<file path="src/rtl/seq_det_pkg.sv">
// seq_det_pkg: shared types and constants for the serializer and sequence detector.
package seq_det_pkg;
  typedef enum logic {IDLE, SHIFT} state_t;
  localparam int DEF_WIDTH = 8;
  localparam logic [3:0] PATTERN = 4'b1011;
endpackage

</file>
<file path="src/rtl/bit_stream_serializer.sv">
// bit_stream_serializer: parallel words in over valid/ready, one bit per clock out, gapless via a one-word holding buffer.
module bit_stream_serializer
  import seq_det_pkg::*;
#(
  parameter int WIDTH     = DEF_WIDTH,
  parameter bit MSB_FIRST = 1'b1,
  parameter bit IDLE_BIT  = 1'b0
) (
  input  logic             clk,
  input  logic             reset,
  input  logic [WIDTH-1:0] din,
  input  logic             din_valid,
  output logic             din_ready,
  output logic             x,
  output logic             x_valid,
  output logic             word_done
);
  localparam int CW = $clog2(WIDTH);
  localparam logic [CW-1:0] LAST = CW'(WIDTH - 1);

  state_t           r_state, w_state_nxt;
  logic [WIDTH-1:0] r_sreg, w_sreg_nxt, r_hbuf, w_hbuf_nxt;
  logic [CW-1:0]    r_cnt, w_cnt_nxt;
  logic             r_hvalid, w_hvalid_nxt;
  logic             w_accept, w_last, w_load;

  assign din_ready = !reset && !r_hvalid;
  assign w_accept  = din_valid && din_ready;
  assign w_last    = r_cnt == LAST;
  // hvalid blocks ready, so a load never coincides with an accept
  assign w_load    = r_hvalid && (r_state == IDLE || w_last);

  assign x_valid   = r_state == SHIFT;
  assign word_done = x_valid && w_last;
  assign x         = x_valid ? (MSB_FIRST ? r_sreg[WIDTH-1] : r_sreg[0]) : IDLE_BIT;

  always_comb begin
    w_state_nxt  = r_state;
    w_sreg_nxt   = r_sreg;
    w_cnt_nxt    = r_cnt;
    w_hbuf_nxt   = w_accept ? din : r_hbuf;
    w_hvalid_nxt = w_accept || (r_hvalid && !w_load);
    if (w_load) begin
      w_sreg_nxt  = r_hbuf;
      w_cnt_nxt   = '0;
      w_state_nxt = SHIFT;
    end else if (r_state == SHIFT) begin
      w_sreg_nxt  = w_last ? r_sreg : (MSB_FIRST ? {r_sreg[WIDTH-2:0], 1'b0} : {1'b0, r_sreg[WIDTH-1:1]});
      w_cnt_nxt   = w_last ? '0 : r_cnt + 1'b1;
      w_state_nxt = w_last ? IDLE : SHIFT;
    end
  end

  always_ff @(posedge clk) begin
    if (reset) begin
      r_state  <= IDLE;
      r_sreg   <= '0;
      r_cnt    <= '0;
      r_hbuf   <= '0;
      r_hvalid <= 1'b0;
    end else begin
      r_state  <= w_state_nxt;
      r_sreg   <= w_sreg_nxt;
      r_cnt    <= w_cnt_nxt;
      r_hbuf   <= w_hbuf_nxt;
      r_hvalid <= w_hvalid_nxt;
    end
  end
endmodule

</file>
<file path="config.mk">
export PLATFORM = sky130hd
export DESIGN_NAME = bit_stream_serializer
export DESIGN_NICKNAME = d
export VERILOG_FILES = /design/src/rtl/seq_det_pkg.sv /design/src/rtl/bit_stream_serializer.sv
export SDC_FILE = /design/constraint.sdc
export NUM_CORES = 1
export LEC_CHECK = 0
export BUFFER_PORTS_ARGS = -buffer_cell sky130_fd_sc_hd__buf_4
export CAP_MARGIN = 30
export CORE_UTILIZATION = 50
export DETAILED_ROUTE_END_ITERATION = 8
export GPL_TIMING_DRIVEN = 0
export MAX_ROUTING_LAYER = met4
export PLACE_DENSITY = 0.72
export SLEW_MARGIN = 0
export SYNTH_ARGS = -nofsm -noshare
export SYNTH_HDL_FRONTEND = slang
export SYNTH_SLANG_ARGS = --single-unit
export TNS_END_PERCENT = 100
</file>
<file path="constraint.sdc">
create_clock -name clk -period 1.6 [get_ports clk]
set_input_delay 0.32 -clock clk [delete_from_list [all_inputs] [get_ports clk]]
set_output_delay 0.32 -clock clk [all_outputs]
set_load 0.1 [all_outputs]
</file>
# Word level (Yosys, flattened, before mapping)
# Index checks and enable logic that the tools add are counted.
# totals
out_inout_bits	4
elab_cells	30
mem_bits_rw	0
n_memories	0
rom_bits	0
ff_bits	21
input_bits	11
latch_bits	0
# op_classes
n_reduce_logical	13
n_div	0
n_shift	0
mul	0
n_addsub	1
n_eq_ne	2
n_mux	8
n_lt_le_gt_ge	0
n_bitwise	1
# op_table
op	n
2-to-1 mux 8 bit	3
logical AND 1 bit	5
2-to-1 mux 1 bit	4
adder 3 x 1 -> 3 bit, second input constant	1
equality test 3 bit, second input constant	1
logical NOT 1 bit	3
2-to-1 mux 3 bit	1
logical OR 1 bit	2
!= test 2 x 1 -> 1 bit, second input constant	1
AND reduction 2 bit	1
nonzero test 2 bit	1
OR reduction 2 bit	1
inverter 1 bit	1

# Logic depth before layout (Yosys ltp)
# Gate-level depths: netlist of the first run.
# depth
word_depth	6
ltp_mapped	6
mapped_depth_nobuf	5

# Worst setup path after synthesis of the first run
# Ideal clock, no wire load.
# synth_path
path_type	flip-flop to output port
start	reg r_state (netlist: x_valid)
end	out word_done
setup_slack_ps	-759
arrival_ps	2039
t_required_ps	1280
n_path_buf	1
path_stages_with_launch	3
path_cell_list	dfxtp_1 -> buf_2 -> and2_1
# synth_via
elab_chain_cells	1
# synth_rtl
item	line_no	rtl
start: declaration	bit_stream_serializer.sv:21	state_t r_state, w_state_nxt;
start signal: assignment	bit_stream_serializer.sv:62	r_state <= w_state_nxt;
logical AND 1 bit	bit_stream_serializer.sv:34	assign word_done = x_valid && w_last;
end: declaration	bit_stream_serializer.sv:16	output logic word_done
# Every way passes these cells.

# Worst setup path after layout of the first run
# layout_path
start	reg r_cnt[1]
end	out word_done
# layout_via
elab_chain_cells	2
# layout_rtl
item	line_no	rtl
start: declaration	bit_stream_serializer.sv:23	logic [CW-1:0] r_cnt, w_cnt_nxt;
start signal: assignment	bit_stream_serializer.sv:64	r_cnt <= w_cnt_nxt;
equality test 3 bit	bit_stream_serializer.sv:29	assign w_last = r_cnt == LAST;
logical AND 1 bit	bit_stream_serializer.sv:34	
# Every way passes these cells.

==> results.txt, run 1 <==
----------------------------------------------------
[Outcome]
  Result of the run ... complete, but fails checks
  Violated checks ... negative setup slack

[Clocking]
  Clock buffer depth ... 2
  Number of buffers created by CTS ... 3
  Clock latency on the worst-skew pair ... ~0.30 ns
  Cell chosen for the clock root ... clkbuf_4
  Clock Sink Count ... 21
  Clk pin slew, worst setup/hold paths ... ~0.12 ns
  CTS tree ... built
  # H-tree levels ... 1

[Timing]
  Fmax achieved ... around 0.62 GHz
  Max-slew violation count ... 0
  Final setup slack of the worst path ... -0.000265 ns
  Min Tclk post-route ... around 1.6 ns
  Worst slew pin tran ... approximately 0.54 ns
  Final Cycle Share ... 1.00
  Minimum hold slack ... about 0.19 ns
  Final setup violation count ... 1
  RSZ-0062 raised after global routing ... true
  Slew headroom ... 0.639
  Clock Skew ... 0.000951 ns
  Final hold violations ... 0

[Global route]
  Aggregate global-route resource usage ... 0.204
  Via count of the first global-routing pass ... about 670
  Pin count of the biggest net entering global routing ... 13
  Routing usage on met2 ... 0.321
  GR Layer Usage met3 ... 0.0245
  Global-route wire length before repair ... around 2.8 mm
  Most used routing layer ... met2
  Initial antenna violation count ... 0
  Grt met1 use ... 0.272
  GRT Residual Overflow ... 0

[Power and ir drop]
  Power density over the cells ... 905 nW/µm²
  Switching portion of total power ... 0.284
  Relative contribution of combinational cells to total power ... 0.186
  Leakage power summed over all cells ... approximately 0.46 nW
  Internal power summed over all cells ... between 0.0007 and 0.0008 W
  Part of the total power dissipated in the clock network ... 0.249
  VDD IR-drop max ... 646 µV
  Total power after layout ... a little over 0.001 W
  Switching component of the power ... about 0.00029 W
  Register share of total power ... 0.566

[Finish]
  Proportion of layout cells with a drive suffix above 1 ... 0.286
  Number of nets in the final layout ... approximately 130
  Fraction of the core area covered by cells at the end of the flow ... 0.711
  Most frequent standard cell in the layout excluding fill and tap cells ... dfxtp_1
  Most frequent cells in the layout ... 18 x dfxtp_1, 17 x nand2_1, 15 x nor2_1
  Area growth, synth to finish ... 26.4%
  Filler cell count ... roughly 130
  Diodes inserted ... 0
  Cell Count, Final, Fillers Out ... approximately 140

[Placed design]
  Half-perimeter wire length after placement ... 1.16 mm
  Cell Count Post-Placement ... approximately 140
  Worst slack, placed ... 0.117 ns
  Final RePlAce weighted congestion ... between 0.7 and 0.8
  Port Buffer Count ... 14

[Hold path]
  Worst Hold Class ... in -> reg

[Floorplanning]
  Die X ... around 44 µm
  Number of placement rows ... 14
  Initial standard-cell utilization of the core ... 0.563
  Total I/O pin count ... 15
  Core area ... around 1600 µm²
  Die Ht ... about 44 µm
  Area of the die ... slightly below 2000 µm²

[Critical path]
  Type of the setup path with the least slack ... reg -> out
  Critical path arrival ... ~1.3 ns
  Critical path endpoint category ... output port
  Type of element launching the critical path ... register
  WP data required ... approximately 1.3 ns
  Crit path max fanout ... 2

[Drt]
  DRC violation count after routing ... 0
  Detailed-route via count ... between 700 and 800
  DRC violation total after the first TritonRoute iteration ... 12
  Routed vias/inst ... between 5 and 6
  Routed Wire Length ... between 1.5 and 2 mm
  Count of nets left with antenna violations after detail routing ... 0
  Pre-antenna DRT Iters ... 4
  Wire per inst ... between 10 and 15 µm

[Logic synthesis]
  Post-synthesis share of cell area spent on full adders, half adders and majority gates ... 0.0279
  Post-synthesis compound-gate area fraction ... 0.131
  Yosys warning count ... 0
  Post-Synthesis Cell Area ... roughly 900 µm²
  Post-Synth XOR/XNOR Area ... 0
  Area share of and/or/nand/nor cells after synthesis ... 0.211
  Synthesized net count ... 113
  Largest family of logic cells by synthesized area ... simple AND/OR/NAND/NOR gates
  Cell count after synthesis ... 100
  Post-Synthesis Mean Instance Area ... around 9.0 µm²
  Sequential share of the synthesized area ... 0.469
  Flip-flop and latch count after synthesis ... 21
  Number of distinct library cell variants in the gate-level netlist after synthesis ... 20
  Portion of netlist area occupied by mux cells ... 0.0893

[Flow run]
  Max-capacitance violation count ... 0

----------------------------------------------------
## routing by layer
layer  vias to the layer above  wire length [µm]
met5                         -                 0
met4                         0                 0
met3                         0                47
met2                        14               819
met1                       339               808
li1                        378                 -
## layout make-up
class,instances,area (µm²),area share
buffer,7,60.1,0.0530
clock buffer,3,22.5,0.0199
clock inverter,1,5.00,0.00442
multi-input combinational,71,448,0.395
sequential,21,424,0.374
tap,24,30.0,0.0265
timing repair buffer,16,144,0.127
## cells by family after synthesis
kind of cell,count (synthesis)
muxes,8
DFF,21
adders and majority gates,2
buffers and inverters,8
and+or+nand+nor,42
AOI/OAI and AO/OA,19
## power groups by stage
stage | Clock (W) | Combinational, W | Sequential [W]
3_5_place_dp | 0 | 0.000189 | 0.000585
6_report | 0.000255 | 0.000190 | 0.000580
2_1_floorplan | 0 | 0.000128 | 0.000596
3_3_place_gp | 0 | 0.000185 | 0.000584
5_1_grt | 0.000283 | 0.000207 | 0.000585
4_1_cts | 0.000263 | 0.000196 | 0.000575
## worst paths after layout
path             start        end  slack (ns)  cells past startpoint
max reg2reg   r_cnt[1]  r_sreg[3]        0.22                      6
min reg2reg  r_hbuf[4]  r_hbuf[4]        0.46                      2
min              reset  r_sreg[5]        0.19                      2
max           r_cnt[1]  word_done     -0.0003                      4
## through the flow
step | cell area [µm²] | TNS (ns)
final | 1130 | -0.000265
after global routing | 1130 | -0.0277
after CTS | 1130 | -0.00345
after detailed placement | 1040 | 0
after global placement | 1040 | 0
after floorplan | 908 | -0.280
## flip-flops by register name, indices dropped and copies added, names as in the netlist
register	flops
r_hbuf	8
r_sreg	8
r_hvalid	1
x_valid	1
r_cnt	3
## worst max-delay path, cell delays in order (launching register included)
cell and delay, ns:
dfxtp_2 0.35, ha_4 0.16, ha_4 0.15, and2_4 0.16, buf_12 0.16
## cells in the mapped netlist
cell	instances	area [µm²]
a211oi_1	7	52.6
a21oi_1	10	50.1
a31oi_1	1	6.26
a32oi_1	1	8.76
and2_1	2	12.5
buf_1	1	3.75
buf_12	1	20.0
buf_2	3	15.0
buf_6	2	22.5
clkbuf_1	1	3.75
dfxtp_1	21	420
ha_1	2	25.0
mux2i_1	8	80.1
nand2_1	17	63.8
nand2b_1	1	6.26
nand2b_4	1	13.8
nor2_1	16	60.1
nor2b_1	2	12.5
nor3_1	1	5.00
nor3b_1	2	15.0
## repair_timing
item                       in CTS  in global routing
pin swaps                       0                  1
cloned                          0                  0
setup endpoints to repair       3                  3
resized for setup              11                  2
hold buffers                    0                  0
buffers inserted                2                  0
Power figures use the tool's default switching activity.
==> run 2: changes to the inputs <==
--- a/config.mk
+++ b/config.mk
@@ -7,11 +7,10 @@
 export LEC_CHECK = 0
 export BUFFER_PORTS_ARGS = -buffer_cell sky130_fd_sc_hd__buf_4
 export CAP_MARGIN = 30
-export CORE_UTILIZATION = 50
+export CORE_UTILIZATION = 33
 export DETAILED_ROUTE_END_ITERATION = 8
 export GPL_TIMING_DRIVEN = 0
 export MAX_ROUTING_LAYER = met4
-export PLACE_DENSITY = 0.72
 export SLEW_MARGIN = 0
 export SYNTH_ARGS = -nofsm -noshare
 export SYNTH_HDL_FRONTEND = slang
==> results.txt, run 2 (synthesis results as in run 1) <==
----------------------------------------------------
[Outcome]
  Result of the run ... finished clean

[Timing]
  Final setup slack of the worst path ... 0.0120 ns (+0.0123 ns)
  Final Cycle Share ... 0.993 (-0.00766)
  Worst slew pin tran ... 0.547 ns (+0.00564 ns)
  Max-slew violation count ... 0 (unchanged)
  Fmax achieved ... 0.630 GHz (+0.77%)
  Clock Skew ... 0.00154 ns (+0.000590 ns)
  RSZ-0062 raised after global routing ... true
  Final hold violations ... 0 (unchanged)
  Final total negative setup slack ... 0 ns (+0.000265 ns)
  Final setup violation count ... 0 (-1)
  Min Tclk post-route ... 1.59 ns (-0.0123 ns)
  Slew headroom ... 0.635 (-0.00376)

[Finish]
  Most frequent cells in the layout ... 18 x dfxtp_1, 17 x nand2_1, 15 x nor2_1
  Proportion of layout cells with a drive suffix above 1 ... 0.277 (-0.00840)
  Area growth, synth to finish ... 26.6%
  Diodes inserted ... 0 (unchanged)
  Largest registers ... r_hbuf: 8 flops, r_sreg: 8 flops, r_cnt: 3 flops
  Fraction of the core area covered by cells at the end of the flow ... 0.450 (-0.261)
  Filler cell count ... 275 (+110%)
  Number of nets in the final layout ... 133 (unchanged)
  Most frequent standard cell in the layout excluding fill and tap cells ... dfxtp_1

[Critical path]
  Type of the setup path with the least slack ... reg -> out
  Crit path max fanout ... 2 (unchanged)
  Critical path arrival ... 1.27 ns (about the same)
  CP max-delay cell ... dfxtp_2
  Critical Path Start ... r_cnt[0]
  Critical path endpoint category ... output port
  WP data required ... 1.28 ns (about the same)
  Dominant delay contributor by cell family on the critical path ... flip-flops
  Most used cell, CP ... ha_4
  Series of cell instances along the critical path ... ha_4 -> ha_4 -> and2_4 -> buf_12
  Number of buffer and inverter stages on the critical path ... 1 (unchanged)
  Type of element launching the critical path ... register
  Origin of the critical flop-to-flop path ... r_cnt[0]
  Longest individual stage delay on the worst path ... 0.35 ns (about the same)

[Flow run]
  Max-capacitance violation count ... 0 (unchanged)

[Global route]
  Pin count of the biggest net entering global routing ... 12 (-1)
  GRT Residual Overflow ... 0 (unchanged)
  Aggregate global-route resource usage ... 0.143 (-0.0615)
  Global-route wire length before repair ... 2.90 mm (+2.2%)
  Initial antenna violation count ... 0 (unchanged)
  Via count of the first global-routing pass ... 656 (-2.7%)

[Floorplanning]
  Die Ht ... 54.1 µm (+22%)
  Number of placement rows ... 18 (+4)
  Core area ... 2520 µm² (+58%)
  Total I/O pin count ... 15 (unchanged)
  Area of the die ... 2930 µm² (+49%)
  Initial standard-cell utilization of the core ... 0.356 (-0.207)
  Die X ... 54.1 µm (+22%)

[Placed design]
  Worst slack, placed ... 0.106 ns (-0.0113 ns)
  Final RePlAce weighted congestion ... 0.701 (-5.1%)
  Port Buffer Count ... 14 (unchanged)
  Half-perimeter wire length after placement ... 1.20 mm (+4.2%)

[Clocking]
  Clock latency on the worst-skew pair ... 0.29 ns (about the same)
  Number of buffers created by CTS ... 3 (unchanged)
  CTS tree ... built
  Clk pin slew, worst setup/hold paths ... 0.11 ns (about the same)
  Cell chosen for the clock root ... clkbuf_4
  Number of hold-repair buffers added at the cts stage ... 0 (unchanged)
  Clock Sink Count ... 21 (unchanged)
  # H-tree levels ... 1 (unchanged)
  Clock buffer depth ... 2 (unchanged)

[Drt]
  DRC violation count after routing ... 0 (unchanged)
  Pre-antenna DRT Iters ... 4 (unchanged)
  Routed Wire Length ... 1.73 mm (+3.0%)
  DRC violation total after the first TritonRoute iteration ... 19 (+7)
  Wire per inst ... 11.6 µm (-1.1%)
  Count of nets left with antenna violations after detail routing ... 0 (unchanged)
  Detailed-route via count ... 719 (-1.6%)
  Routed vias/inst ... 4.83 (-5.6%)

[Hold path]
  Worst Hold Class ... in -> reg
  Origin of the worst min-delay path ... reset

[Power and ir drop]
  VDD IR-drop max ... 460 µV (-29%)
  Power density over the cells ... 893 nW/µm² (-1.3%)
  Leakage power summed over all cells ... 0.452 nW (-0.88%)
  Total power after layout ... 0.00101 W (-1.0%)

----------------------------------------------------
-- run 2: changes by cell type in the layout (fill, tap and decap cells not counted), sizes merged --
cell / previous run / this run
clkinv: 1 / 0
clkbuf: 4 / 5
-- run 2: metrics by stage --
| stage | instances | hold WS (ns) | cell area, µm² |
|---|---|---|---|
| final | 149 | 0.202 | 1140 |
| after global routing | 149 | 0.193 | 1140 |
| after CTS | 150 | 0.196 | 1140 |
| after detailed placement | 144 | 0.448 | 1050 |
| after global placement | 144 | 0.445 | 1050 |
| after floorplan | 100 | 0.393 | 908 |
-- run 2: layout make-up --
type / count / area [µm²] / area share
multi-input cells: 71 / 448 / 0.394
flip-flops and latches: 21 / 424 / 0.373
repair buffers: 16 / 140 / 0.123
plain buffers: 7 / 60.1 / 0.0529
well taps: 30 / 37.5 / 0.0330
clock buffers: 4 / 26.3 / 0.0231
-- run 2: final timing paths --
kind | endpoint | slack [ns] | depth (start not counted)
max | word_done | 0.01 | 4
min | r_sreg[5] | 0.20 | 2
max reg2reg | r_sreg[1] | 0.21 | 6
min reg2reg | r_hbuf[7] | 0.46 | 2
-- run 2: power breakdown --
part           total, W  internal, W  switching (W)
Clock          0.000246    0.0000968       0.000149
Sequential     0.000580     0.000558      0.0000226
Combinational  0.000188    0.0000817       0.000107
Total           0.00101     0.000736       0.000279
-- run 2: what timing repair did --
| action | CTS | global route |
|---|---|---|
| resized for setup | 11 | 1 |
| buffers inserted | 2 | 0 |
| hold endpoints to repair | 0 | 0 |
| setup endpoints to repair | 3 | 2 |
-- run 2: worst reg2reg max path, stage by stage, from the launching register on --
cell	delay (ns)
dfxtp_2	0.35
ha_4	0.16
ha_4	0.15
buf_4	0.14
nand2b_4	0.16
buf_6	0.15
a211oi_1	0.20
-- run 2: routing by layer --
metal  wire length (µm)  track usage  vias to the layer above
met5                  0            -                        -
met2                768        0.220                       12
met1                885        0.185                      327
li1                   -            -                      378
met4                 13       0.0513                        0
met3                 58       0.0254                        2
==> run 3: changes to the inputs <==
==> constraint.sdc (replaced) <==
create_clock -name clk -period 1.9 [get_ports clk]
set_input_delay 0.095 -clock clk [delete_from_list [all_inputs] [get_ports clk]]
set_output_delay 0.095 -clock clk [all_outputs]
set_load 0.1 [all_outputs]
==> results.txt, run 3 (synthesis results as in run 1) <==
----------------------------------------------------
[Clocking]
  CTS tree ... built
  Clk pin slew, worst setup/hold paths ... 0.11 ns (about the same)
  # H-tree levels ... 1 (unchanged)
  Post CTS Setup Buffer Count ... 0 (-2)
  Clock latency on the worst-skew pair ... 0.30 ns (about the same)
  Clock buffer depth ... 2 (unchanged)
  Clock Sink Count ... 21 (unchanged)
  Number of buffers created by CTS ... 3 (unchanged)
  Cell chosen for the clock root ... clkbuf_4

[Critical path]
  Series of cell instances along the critical path ... ha_1 -> ha_1 -> and2_2 -> buf_4
  Most used cell, CP ... ha_1
  Type of element launching the critical path ... register
  Crit path max fanout ... 5 (+3)
  Critical path arrival ... 1.52 ns (+0.25 ns)
  WP data required ... 1.80 ns (+0.52 ns)
  Type of the setup path with the least slack ... reg -> out
  Critical path endpoint category ... output port
  CP max-delay cell ... dfxtp_1
  Longest individual stage delay on the worst path ... 0.34 ns (about the same)

[Global route]
  Aggregate global-route resource usage ... 0.144 (+0.000940)
  Initial antenna violation count ... 0 (unchanged)
  Via count of the first global-routing pass ... 670 (+2.1%)
  Pin count of the biggest net entering global routing ... 12 (unchanged)
  Global-route wire length before repair ... 2.84 mm (-1.9%)
  GRT Residual Overflow ... 0 (unchanged)

[Drt]
  Detailed-route via count ... 730 (+1.5%)
  Wire per inst ... 11.8 µm (+1.6%)
  DRC violation total after the first TritonRoute iteration ... 10 (-9)
  Count of nets left with antenna violations after detail routing ... 0 (unchanged)
  Routed Wire Length ... 1.75 mm (+1.6%)
  Pre-antenna DRT Iters ... 4 (unchanged)
  DRC violation count after routing ... 0 (unchanged)
  Routed vias/inst ... 4.90 (+1.5%)

[Floorplanning]
  Die Ht ... 54.1 µm (unchanged)
  Number of placement rows ... 18 (unchanged)
  Area of the die ... 2930 µm² (unchanged)
  Core area ... 2520 µm² (unchanged)
  Total I/O pin count ... 15 (unchanged)
  Die X ... 54.1 µm (unchanged)
  Initial standard-cell utilization of the core ... 0.356 (unchanged)

[Timing]
  RSZ-0062 raised after global routing ... false
  Final setup violation count ... 0 (unchanged)
  Min Tclk post-route ... approximately 1.6 ns
  Final Cycle Share ... 0.848
  Clock Skew ... 0.00240 ns (+0.000859 ns)
  Slew headroom ... 0.676 (+0.0407)
  Final total negative setup slack ... 0 ns (unchanged)
  Final setup slack of the worst path ... 0.288 ns (+0.276 ns)
  Max-slew violation count ... 0 (unchanged)
  Final hold violations ... 0 (unchanged)
  Fmax achieved ... approximately 0.62 GHz
  Worst slew pin tran ... 0.486 ns (-0.0610 ns)

[Power and ir drop]
  Power density over the cells ... 789 nW/µm² (-12%)
  Leakage power summed over all cells ... 0.448 nW (-0.76%)
  Switching component of the power ... 0.000235 W (-16%)
  Internal power summed over all cells ... 0.000617 W (-16%)
  VDD IR-drop max ... 466 µV (+1.2%)
  Total power after layout ... 0.000853 W (-16%)
  Register share of total power ... 0.566 (-0.006)
  Part of the total power dissipated in the clock network ... 0.247 (+0.004)
  Switching portion of total power ... 0.276 (+0.00148)
  Relative contribution of combinational cells to total power ... 0.187 (about the same)

[Finish]
  Filler cell count ... 287 (+4.4%)
  Area growth, synth to finish ... 20.5%
  Number of nets in the final layout ... 133 (unchanged)
  Most frequent standard cell in the layout excluding fill and tap cells ... dfxtp_1
  Most frequent cells in the layout ... 21 x dfxtp_1, 17 x nand2_1, 15 x nor2_1
  Proportion of layout cells with a drive suffix above 1 ... 0.227 (-0.0504)
  Fraction of the core area covered by cells at the end of the flow ... 0.429 (-0.0218)
  Largest registers ... r_hbuf: 8 flops, r_sreg: 8 flops, r_cnt: 3 flops
  Diodes inserted ... 0 (unchanged)

[Placed design]
  Worst slack, placed ... 0.478 ns (+0.372 ns)
  Half-perimeter wire length after placement ... 1.23 mm (+2.0%)
  Final RePlAce weighted congestion ... 0.714 (+1.9%)
  Port Buffer Count ... 14 (unchanged)

[Outcome]
  Result of the run ... finished clean

[Hold path]
  Worst Hold Class ... in -> reg

[Flow run]
  Max-capacitance violation count ... 0 (unchanged)

----------------------------------------------------
-- run 3: per-layer routing --
metal | wire length [µm] | global-route usage
met1 | 856 | 0.162
met2 | 825 | 0.238
met3 | 63 | 0.0593
met4 | 9 | 0.0256
met5 | 0 | -
-- run 3: worst max-delay path: cells and delay by family, from the launching register on --
kind | cells | cell delay (ns)
DFF | 1 | 0.34
buffers and inverters | 1 | 0.23
adders and majority gates | 2 | 0.44
and+or+nand+nor | 1 | 0.21
-- run 3: repair_timing --
action                                 4_1_cts  5_1_grt
hold buffers                                 1        0
endpoints found under the hold margin        2        0
resized for setup                            0        0
-- run 3: final cells by class --
type | instances | area (µm²) | area share
sequential | 21 | 420 | 0.389
multi-input combinational | 71 | 417 | 0.385
timing repair buffer | 15 | 115 | 0.106
buffer | 8 | 65.1 | 0.0602
tap | 30 | 37.5 | 0.0347
clock buffer | 4 | 26.3 | 0.0243
-- run 3: worst paths after layout --
path	start	slack, ns	endpoint	depth (start not counted)
min	din[3]	0.03	r_hbuf[3]	3
max reg2reg	r_cnt[0]	0.46	r_sreg[2]	6
max	r_cnt[0]	0.29	word_done	4
min reg2reg	r_hbuf[4]	0.46	r_hbuf[4]	2
-- run 3: power by group through the flow --
stage,Sequential (W),Combinational [W],Clock (W)
2_1_floorplan,0.000501,0.000106,0
3_5_place_dp,0.000493,0.000160,0
6_report,0.000483,0.000159,0.000210
5_1_grt,0.000487,0.000174,0.000238
3_3_place_gp,0.000492,0.000157,0
4_1_cts,0.000483,0.000162,0.000227
-- run 3: metrics by stage --
step,std cells,cell area (µm²),hold WS [ns]
floorplan,100,902,0.168
global placement,144,1040,0.293
detailed placement,144,1040,0.295
CTS,149,1080,0.0123
global route,149,1080,0.0123
finish,149,1080,0.0311
